===== src/rtl/lc3_decode_stage.sv =====
// LC-3 decode pipeline stage: registers the fetched instruction and next-PC and
// turns the opcode into execute, writeback and memory control fields.
module lc3_decode_stage #(
  parameter int WIDTH = 16
) (
  input  logic             clock,
  input  logic             reset,
  input  logic             enable_decode,
  input  logic [WIDTH-1:0] dout,
  input  logic [WIDTH-1:0] npc_in,
  output logic [WIDTH-1:0] IR,
  output logic [WIDTH-1:0] npc_out,
  output logic [5:0]       E_control,
  output logic [1:0]       W_control,
  output logic             Mem_Control,
  output logic             decode_valid
);

  // Handshake: enable_decode is a one-sided qualifier. An edge with it high
  // consumes dout/npc_in; with it low every output holds (stall). No backpressure.

  localparam logic [3:0] OP_BR  = 4'b0000;
  localparam logic [3:0] OP_ADD = 4'b0001;
  localparam logic [3:0] OP_LD  = 4'b0010;
  localparam logic [3:0] OP_ST  = 4'b0011;
  localparam logic [3:0] OP_AND = 4'b0101;
  localparam logic [3:0] OP_LDR = 4'b0110;
  localparam logic [3:0] OP_STR = 4'b0111;
  localparam logic [3:0] OP_NOT = 4'b1001;
  localparam logic [3:0] OP_LDI = 4'b1010;
  localparam logic [3:0] OP_STI = 4'b1011;
  localparam logic [3:0] OP_JMP = 4'b1100;
  localparam logic [3:0] OP_LEA = 4'b1110;

  logic [3:0] opcode;
  logic [1:0] alu_control;
  logic [1:0] pcselect1;
  logic       pcselect2;
  logic       op2select;
  logic [1:0] w_next;
  logic       mem_next;

  assign opcode = dout[15:12];

  always_comb begin
    alu_control = 2'b00;
    pcselect1   = 2'b00;
    pcselect2   = 1'b0;
    op2select   = 1'b0;
    w_next      = 2'b00;
    mem_next    = 1'b0;
    unique case (opcode)
      OP_ADD: op2select = ~dout[5];
      OP_AND: begin
        alu_control = 2'b01;
        op2select   = ~dout[5];
      end
      OP_NOT: alu_control = 2'b10;
      OP_BR, OP_ST: begin
        pcselect1 = 2'b01;
        pcselect2 = 1'b1;
      end
      OP_LD: begin
        pcselect1 = 2'b01;
        pcselect2 = 1'b1;
        w_next    = 2'b10;
      end
      OP_LDI: begin
        pcselect1 = 2'b01;
        pcselect2 = 1'b1;
        w_next    = 2'b10;
        mem_next  = 1'b1;
      end
      OP_STI: begin
        pcselect1 = 2'b01;
        pcselect2 = 1'b1;
        mem_next  = 1'b1;
      end
      OP_LEA: begin
        pcselect1 = 2'b01;
        pcselect2 = 1'b1;
        w_next    = 2'b01;
      end
      OP_LDR: begin
        pcselect1 = 2'b10;
        w_next    = 2'b10;
      end
      OP_STR: pcselect1 = 2'b10;
      OP_JMP: pcselect1 = 2'b11;
      // JSR, RTI, reserved and TRAP leave every control field at zero.
      default: ;
    endcase
  end

  always_ff @(posedge clock) begin
    if (reset) begin
      IR           <= '0;
      npc_out      <= '0;
      E_control    <= '0;
      W_control    <= '0;
      Mem_Control  <= 1'b0;
      decode_valid <= 1'b0;
    end else if (enable_decode) begin
      IR           <= dout;
      npc_out      <= npc_in;
      E_control    <= {alu_control, pcselect1, pcselect2, op2select};
      W_control    <= w_next;
      Mem_Control  <= mem_next;
      decode_valid <= 1'b1;
    end
  end

endmodule

===== config.mk =====
export PLATFORM = sky130hd
export DESIGN_NAME = lc3_decode_stage
export DESIGN_NICKNAME = d
export VERILOG_FILES = /design/src/rtl/lc3_decode_stage.sv
export SDC_FILE = /design/constraint.sdc
export NUM_CORES = 1
export LEC_CHECK = 0
export ABC_AREA = 1
export CORE_ASPECT_RATIO = 2
export CORE_MARGIN = 5
export CORE_UTILIZATION = 35
export CTS_CLUSTER_SIZE = 28
export DETAILED_ROUTE_END_ITERATION = 8
export GPL_TIMING_DRIVEN = 1
export PLACE_DENSITY = 0.87
export SETUP_SLACK_MARGIN = 0.15
export SYNTH_ARGS = -nofsm -noshare
export SYNTH_HDL_FRONTEND = slang
export SYNTH_SLANG_ARGS = --single-unit

===== constraint.sdc =====
create_clock -name clock -period 0.85 [get_ports clock]
set_clock_uncertainty 0.15 [all_clocks]
set_input_delay 0.17 -clock clock [delete_from_list [all_inputs] [get_ports clock]]
set_output_delay 0.17 -clock clock [all_outputs]
set_load 0.02 [all_outputs]

==> out/qor.csv <==
metric,value,unit
cp_slowest_cell,sky130_fd_sc_hd__dfxtp_2,
final_cell_mix,"sky130_fd_sc_hd__nor2_1, sky130_fd_sc_hd__buf_6, sky130_fd_sc_hd__dfxtp_2",
yosys.area.top_type,sky130_fd_sc_hd__dfxtp_1,
multi_input_area,762,µm²
cts-root-buf,sky130_fd_sc_hd__clkbuf_8,
unrepaired_setup_endpoints_after_global_routing,true,
total_power,4.94,mW
post-route-drc-count,0,
achievable-frequency,0.907,GHz
post_synth_num_cell_types,17,
pwr_density_cell,1540,nW/µm²
core_area,4300,µm²
finalHoldViolCount,1,
postLayoutSetupSlackWorst,-0.253,ns
grt_first_pass_wirelength,8.48,mm
std_cell_rows,34,
maximum_number_of_pins_on_one_net_before_global_route_repair,16,
buffer_ports.inserted,76,
num_vias,1786,
mean_syn_cell_area,7.65,µm²
ys_ff_latch,42,
routed_wire_length_per_instance,15.7,µm
synth_seq_area_share,0.555,
critical_path.endpoint_type,primary output,
failed_checks,"hold timing, setup timing",
half_perimeter_wire_length_after_placement,3.36,mm
path_clk_slew,0.09,ns
run_status,finished with violations,
fin_worst_hold_slack,-0.0201,ns
first_global_vias,1780,
hold_path.class,input port to register,
drt_iter0_markers,33,
power.static_leakage,1.42,nW
critical_path.max_fanout,2,
gr-total-overflow,0,
yosysWarningCount,0,
htree_num_levels,2,
ratio_of_cells_with_drive_above_1_in_the_final_layout,0.610,
grt_resource_usage_total,0.188,
post_synth_instance_area,1520,µm²
place.gp.congestion,0.802,
ios,77,
fp.dieH,103,µm
slew_violations,0,
tritoncts_num_sinks,42,
die-width,56.5,µm
cell_types_with_the_largest_area_share_after_synthesis,"sky130_fd_sc_hd__dfxtp_1, sky130_fd_sc_hd__nor2_1, sky130_fd_sc_hd__o21ai_0",
worst-endpoint-required,0.53,ns
syn_nets,233,
cp_num_buf_inv,1,
fin_nets,347,
worst_skew_pair.late_latency,0.29,ns
ctsLongestPathBuffers,2,
cp_slowest_stage_delay,0.36,ns
layout_overhead_on_the_synthesized_area,111,%
cts_tree,built,
drv.max_cap_violation_count,0,
tightestPinTransition,0.242,ns
antenna_cells_inserted,0,
antenna_found_initial,0,
netlist_instances,198,
ir_worst_vdd,1.54,mV
setup_viol,49,
detailed_route_vias_per_instance,4.87,
timing_worst_setup_path_type,register to primary output,
most_frequent_standard_cell_in_the_layout_excluding_fill_and_tap_cells,sky130_fd_sc_hd__nor2_1,
cp.arrival,0.78,ns
die_area,5820,µm²
synth_top_area_share,0.555,
timing.slew.headroom,0.838,
post-place-ws,-0.612,ns
timing.critical_path.max_delay_family,flip-flops,
start_kind,register,
cts_made_buffers,5,
area.sequential,913,µm²
critical_path.cell_chain,buf_6,
final_antenna_net_count,0,
wirelength,5.76,mm
final_min_period_over_clock_period,1.30,
fillerInstances,303,
min_period,1.10,ns
count_of_tritonroute_iterations_in_the_first_routing_pass,4,
initial_core_util,0.353,
[per-layer routing]
layer	vias to the layer above	routed length [µm]	track usage
met3	21	240	0.0351
li1	863	-	-
met2	66	3270	0.358
met1	836	1990	0.193
met4	0	260	0.0914
met5	-	0	0
[path summary, 6_finish.rpt]
| kind | startpoint | end | slack (ns) | depth (start not counted) |
|---|---|---|---|---|
| setup / recovery | npc_out[12]$_SDFFE_PP0P_ | npc_out[12] | -0.25 | 1 |
| hold reg to reg | decode_valid$_SDFFE_PP0P_ | decode_valid$_SDFFE_PP0P_ | 0.33 | 2 |
| setup reg to reg | IR[4]$_SDFFE_PP0P_ | IR[4]$_SDFFE_PP0P_ | -0.15 | 4 |
| hold / removal | dout[6] | IR[6]$_SDFFE_PP0P_ | -0.02 | 3 |
[logic make-up (layout without fill, tap and decap cells)]
logic type,Yosys count,after routing,synth area share
AND/OR/NAND/NOR,94,94,0.239
AO/OA/AOI/OAI,43,43,0.145
flip-flops,42,42,0.555
buffers and inverters,19,134,0.0603
[power by group]
group	switching [mW]	internal, mW	leakage, nW
logic	0.564	0.698	0.999
clock network	0.708	0.760	0.0572
registers	0.107	2.10	0.364
total	1.38	3.56	1.42
[cells in the mapped netlist]
cell,instances
sky130_fd_sc_hd__nand2_1,18
sky130_fd_sc_hd__buf_2,2
sky130_fd_sc_hd__buf_4,2
sky130_fd_sc_hd__nor2_2,2
sky130_fd_sc_hd__buf_6,1
sky130_fd_sc_hd__nand3_1,2
sky130_fd_sc_hd__dfxtp_1,42
sky130_fd_sc_hd__o21ai_0,32
sky130_fd_sc_hd__a21oi_1,9
sky130_fd_sc_hd__clkbuf_2,2
sky130_fd_sc_hd__inv_1,7
sky130_fd_sc_hd__a22oi_1,1
sky130_fd_sc_hd__nor2_1,71
sky130_fd_sc_hd__clkbuf_1,4
sky130_fd_sc_hd__nand4_1,1
sky130_fd_sc_hd__inv_2,1
sky130_fd_sc_hd__a211oi_1,1
[state kept, by name (all words and copies together) (netlist names)]
name	flops
Mem_Control	1
IR	16
decode_valid	1
W_control	2
npc_out	16
E_control	6
[area by class of cell]
class	count	area share
tap	54	0.0211
timing repair buffer	116	0.405
inverter	8	0.0133
timing repair inverter	2	0.00469
clock inverter	2	0.00391
clock buffer	6	0.0293
sequential	42	0.285
multi-input combinational	137	0.238
[through the flow]
stage	hold WS [ns]	utilization	TNS (ns)	std cells	area, µm²
3_3_place_gp	0.290	0.595	-37.94	334	2560
2_1_floorplan	0.154	-	0	198	1660
3_5_place_dp	0.294	0.595	-38.93	334	2560
4_1_cts	0.0691	0.692	-9.77	356	2970
5_1_grt	0.0315	0.745	-11.75	367	3200
6_report	-0.0201	0.745	-10.21	367	3200
[repair_timing]
action                                  in CTS  in global routing
hold buffers                                 0                  0
setup buffers                                9                 11
endpoints found under the setup margin      84                 84
gates cloned                                 5                  0
pin swaps                                   13                 24
resized for setup                          305                 44
No activity file was read; power rests on OpenSTA's default activity.
==> variant (config.mk and constraints unchanged) <==
Put one more register stage on the output `IR`, with the module's reset. The value now appears one clock later. The other outputs are not delayed to match.
--- a/src/rtl/lc3_decode_stage.sv
+++ b/src/rtl/lc3_decode_stage.sv
@@ -31,6 +31,8 @@
   localparam logic [3:0] OP_STI = 4'b1011;
   localparam logic [3:0] OP_JMP = 4'b1100;
   localparam logic [3:0] OP_LEA = 4'b1110;
+
+  logic [WIDTH-1:0] IR_s0;
 
   logic [3:0] opcode;
   logic [1:0] alu_control;
@@ -94,14 +96,14 @@
 
   always_ff @(posedge clock) begin
     if (reset) begin
-      IR           <= '0;
+      IR_s0        <= '0;
       npc_out      <= '0;
       E_control    <= '0;
       W_control    <= '0;
       Mem_Control  <= 1'b0;
       decode_valid <= 1'b0;
     end else if (enable_decode) begin
-      IR           <= dout;
+      IR_s0        <= dout;
       npc_out      <= npc_in;
       E_control    <= {alu_control, pcselect1, pcselect2, op2select};
       W_control    <= w_next;
@@ -110,4 +112,12 @@
     end
   end
 
+  always_ff @(posedge clock) begin
+    if (reset) begin
+      IR <= '0;
+    end else begin
+      IR <= IR_s0;
+    end
+  end
+
 endmodule
Function: changed (Yosys sat finds a counterexample within 4 cycles, from zero or initial values and one cycle with reset high).
==> variant against the unedited design <==
The flow still finishes with violations (hold timing, setup timing). Final area increased by 16%. Area after synthesis increased by 31%. Worst setup slack got worse by 0.018 ns. Global-route usage decreased by 2.0 points. Hold slack improved by 0.020 ns. Sequential cell count increased by 16. Routed wire length increased by 14%. Power increased by 42%. Core utilization decreased by 6.4 points. Cell count increased by 12%. Critical endpoint is now E_control[5].
==> variant: results (changes against the unedited design) <==
metric,value,unit,change
status,finished with violations,,
violations,"hold timing, setup timing",,
routed_wl,6550,µm,+14%
crit_start,E_control[5]$_SDFFE_PP0P_,,
dp.final_hpwl,3610,µm,+7.5%
r2r-end,W_control[0]$_SDFFE_PP0P_,,
synthDistinctLibCells,20,,+3
grt_use_total,0.169,,-0.0197
dp_slack,-0.679,ns,-0.0668 ns
final-hold-violation-count,1,,unchanged
htreeDepth,3,,+1
insertion_delay,0.33,ns,+0.04 ns
gp_congestion,0.771,,-3.9%
drive_above_1_share,0.644,,+0.0337
numCtsBuffers,9,,+4
setup_viol,48,,-2.0%
vias,1987,,+11%
endpoint,E_control[5],,
cts.clk_slew.worst_paths,0.07,ns,-0.02 ns
drt_iter0_drc,73,,+120%
switchingPower,1.83,mW,+33%
setup_ws,-0.271,ns,-0.0184 ns
finalNetCount,381,,+9.8%
leakagePower,1.63,nW,+15%
whs,-0.000224,ns,+0.0199 ns
grt_max_degree,25,,+9
r2r_start,W_control[0]$_SDFFE_PP0P_,,
yosys-top-cells-count,"nor2_1 (64), dfxtp_1 (58), o21ai_0 (29)",,
-- variant: cell types whose count changed after synthesis, moves of 4 or more --
cell | before | now
dfxtp_1 | 42 | 58
clkbuf_1 | 4 | 0
nor2_1 | 71 | 64
nand2_1 | 18 | 14
a21oi_1 | 9 | 19
buf_2 | 2 | 6
inv_1 | 7 | 23
-- variant: area by class of cell --
class | instances | area [µm²]
repair buffers | 110 | 1180
well taps | 60 | 75.1
clock buffers | 9 | 124
clock inverters | 7 | 93.8
fillers | 417 | 1740
flip-flops and latches | 58 | 1230
repair inverters | 4 | 71.3
multi-input cells | 138 | 826
inverters | 25 | 126
-- variant: what timing repair did --
item / 4_1_cts / 5_1_grt
hold endpoints to repair: 0 / 1
gates cloned: 5 / 0
resized for setup: 347 / 64
setup buffers: 9 / 6
pin swaps: 21 / 26
endpoints found under the setup margin: 100 / 98
-- variant: power by group through the flow --
stage	Combinational (mW)	Clock, mW	Sequential (mW)
floorplan	0.370	0	3.14
finish	1.23	2.77	3.01
CTS	1.12	2.79	2.99
global route	1.31	2.91	3.02
global placement	0.914	0	3.01
detailed placement	0.934	0	3.01
-- variant: per-layer routing --
layer / vias to the layer above / global-route usage
li1: 966 / -
met1: 931 / 0.166
met2: 68 / 0.320
met3: 22 / 0.0356
met4: 0 / 0.0943
met5: - / 0
-- variant: worst min path at each step --
stage | startpoint | end | slack, ns | cells past startpoint
6_report | dout[11] | IR_s0[11]$_SDFFE_PP0P_ | -0.0002 | 3
3_3_place_gp | IR_s0[5]$_SDFFE_PP0P_ | IR[5]$_SDFF_PP0_ | 0.26 | 2
5_1_grt | dout[11] | IR_s0[11]$_SDFFE_PP0P_ | -0.003 | 3
2_1_floorplan | dout[5] | IR_s0[5]$_SDFFE_PP0P_ | 0.14 | 2
3_5_place_dp | IR_s0[5]$_SDFFE_PP0P_ | IR[5]$_SDFF_PP0_ | 0.26 | 2
4_1_cts | dout[13] | Mem_Control$_SDFFE_PP0P_ | 0.06 | 3
-- variant: cells by family after synthesis --
family / share of synthesized area
AND/OR/NAND/NOR: 0.176
AO/OA/AOI/OAI: 0.135
buffers and inverters: 0.103
flip-flops: 0.586
-- variant: worst register-to-register path, delay by kind of cell (launching register included) --
kind | cells | cell delay (ns)
compound gates | 1 | 0.04
flops | 1 | 0.33
buf+inv | 3 | 0.31
simple gates | 1 | 0.05
-- variant: metrics by stage --
step           hold WS, ns  setup TNS [ns]  utilization  cells
2_1_floorplan        0.139           -1.81            -    236
3_3_place_gp         0.256          -47.54        0.539    375
3_5_place_dp         0.263          -48.23        0.539    375
4_1_cts             0.0613          -10.87        0.642    405
5_1_grt           -0.00280          -12.12        0.682    411
6_report         -0.000224          -10.75        0.682    411
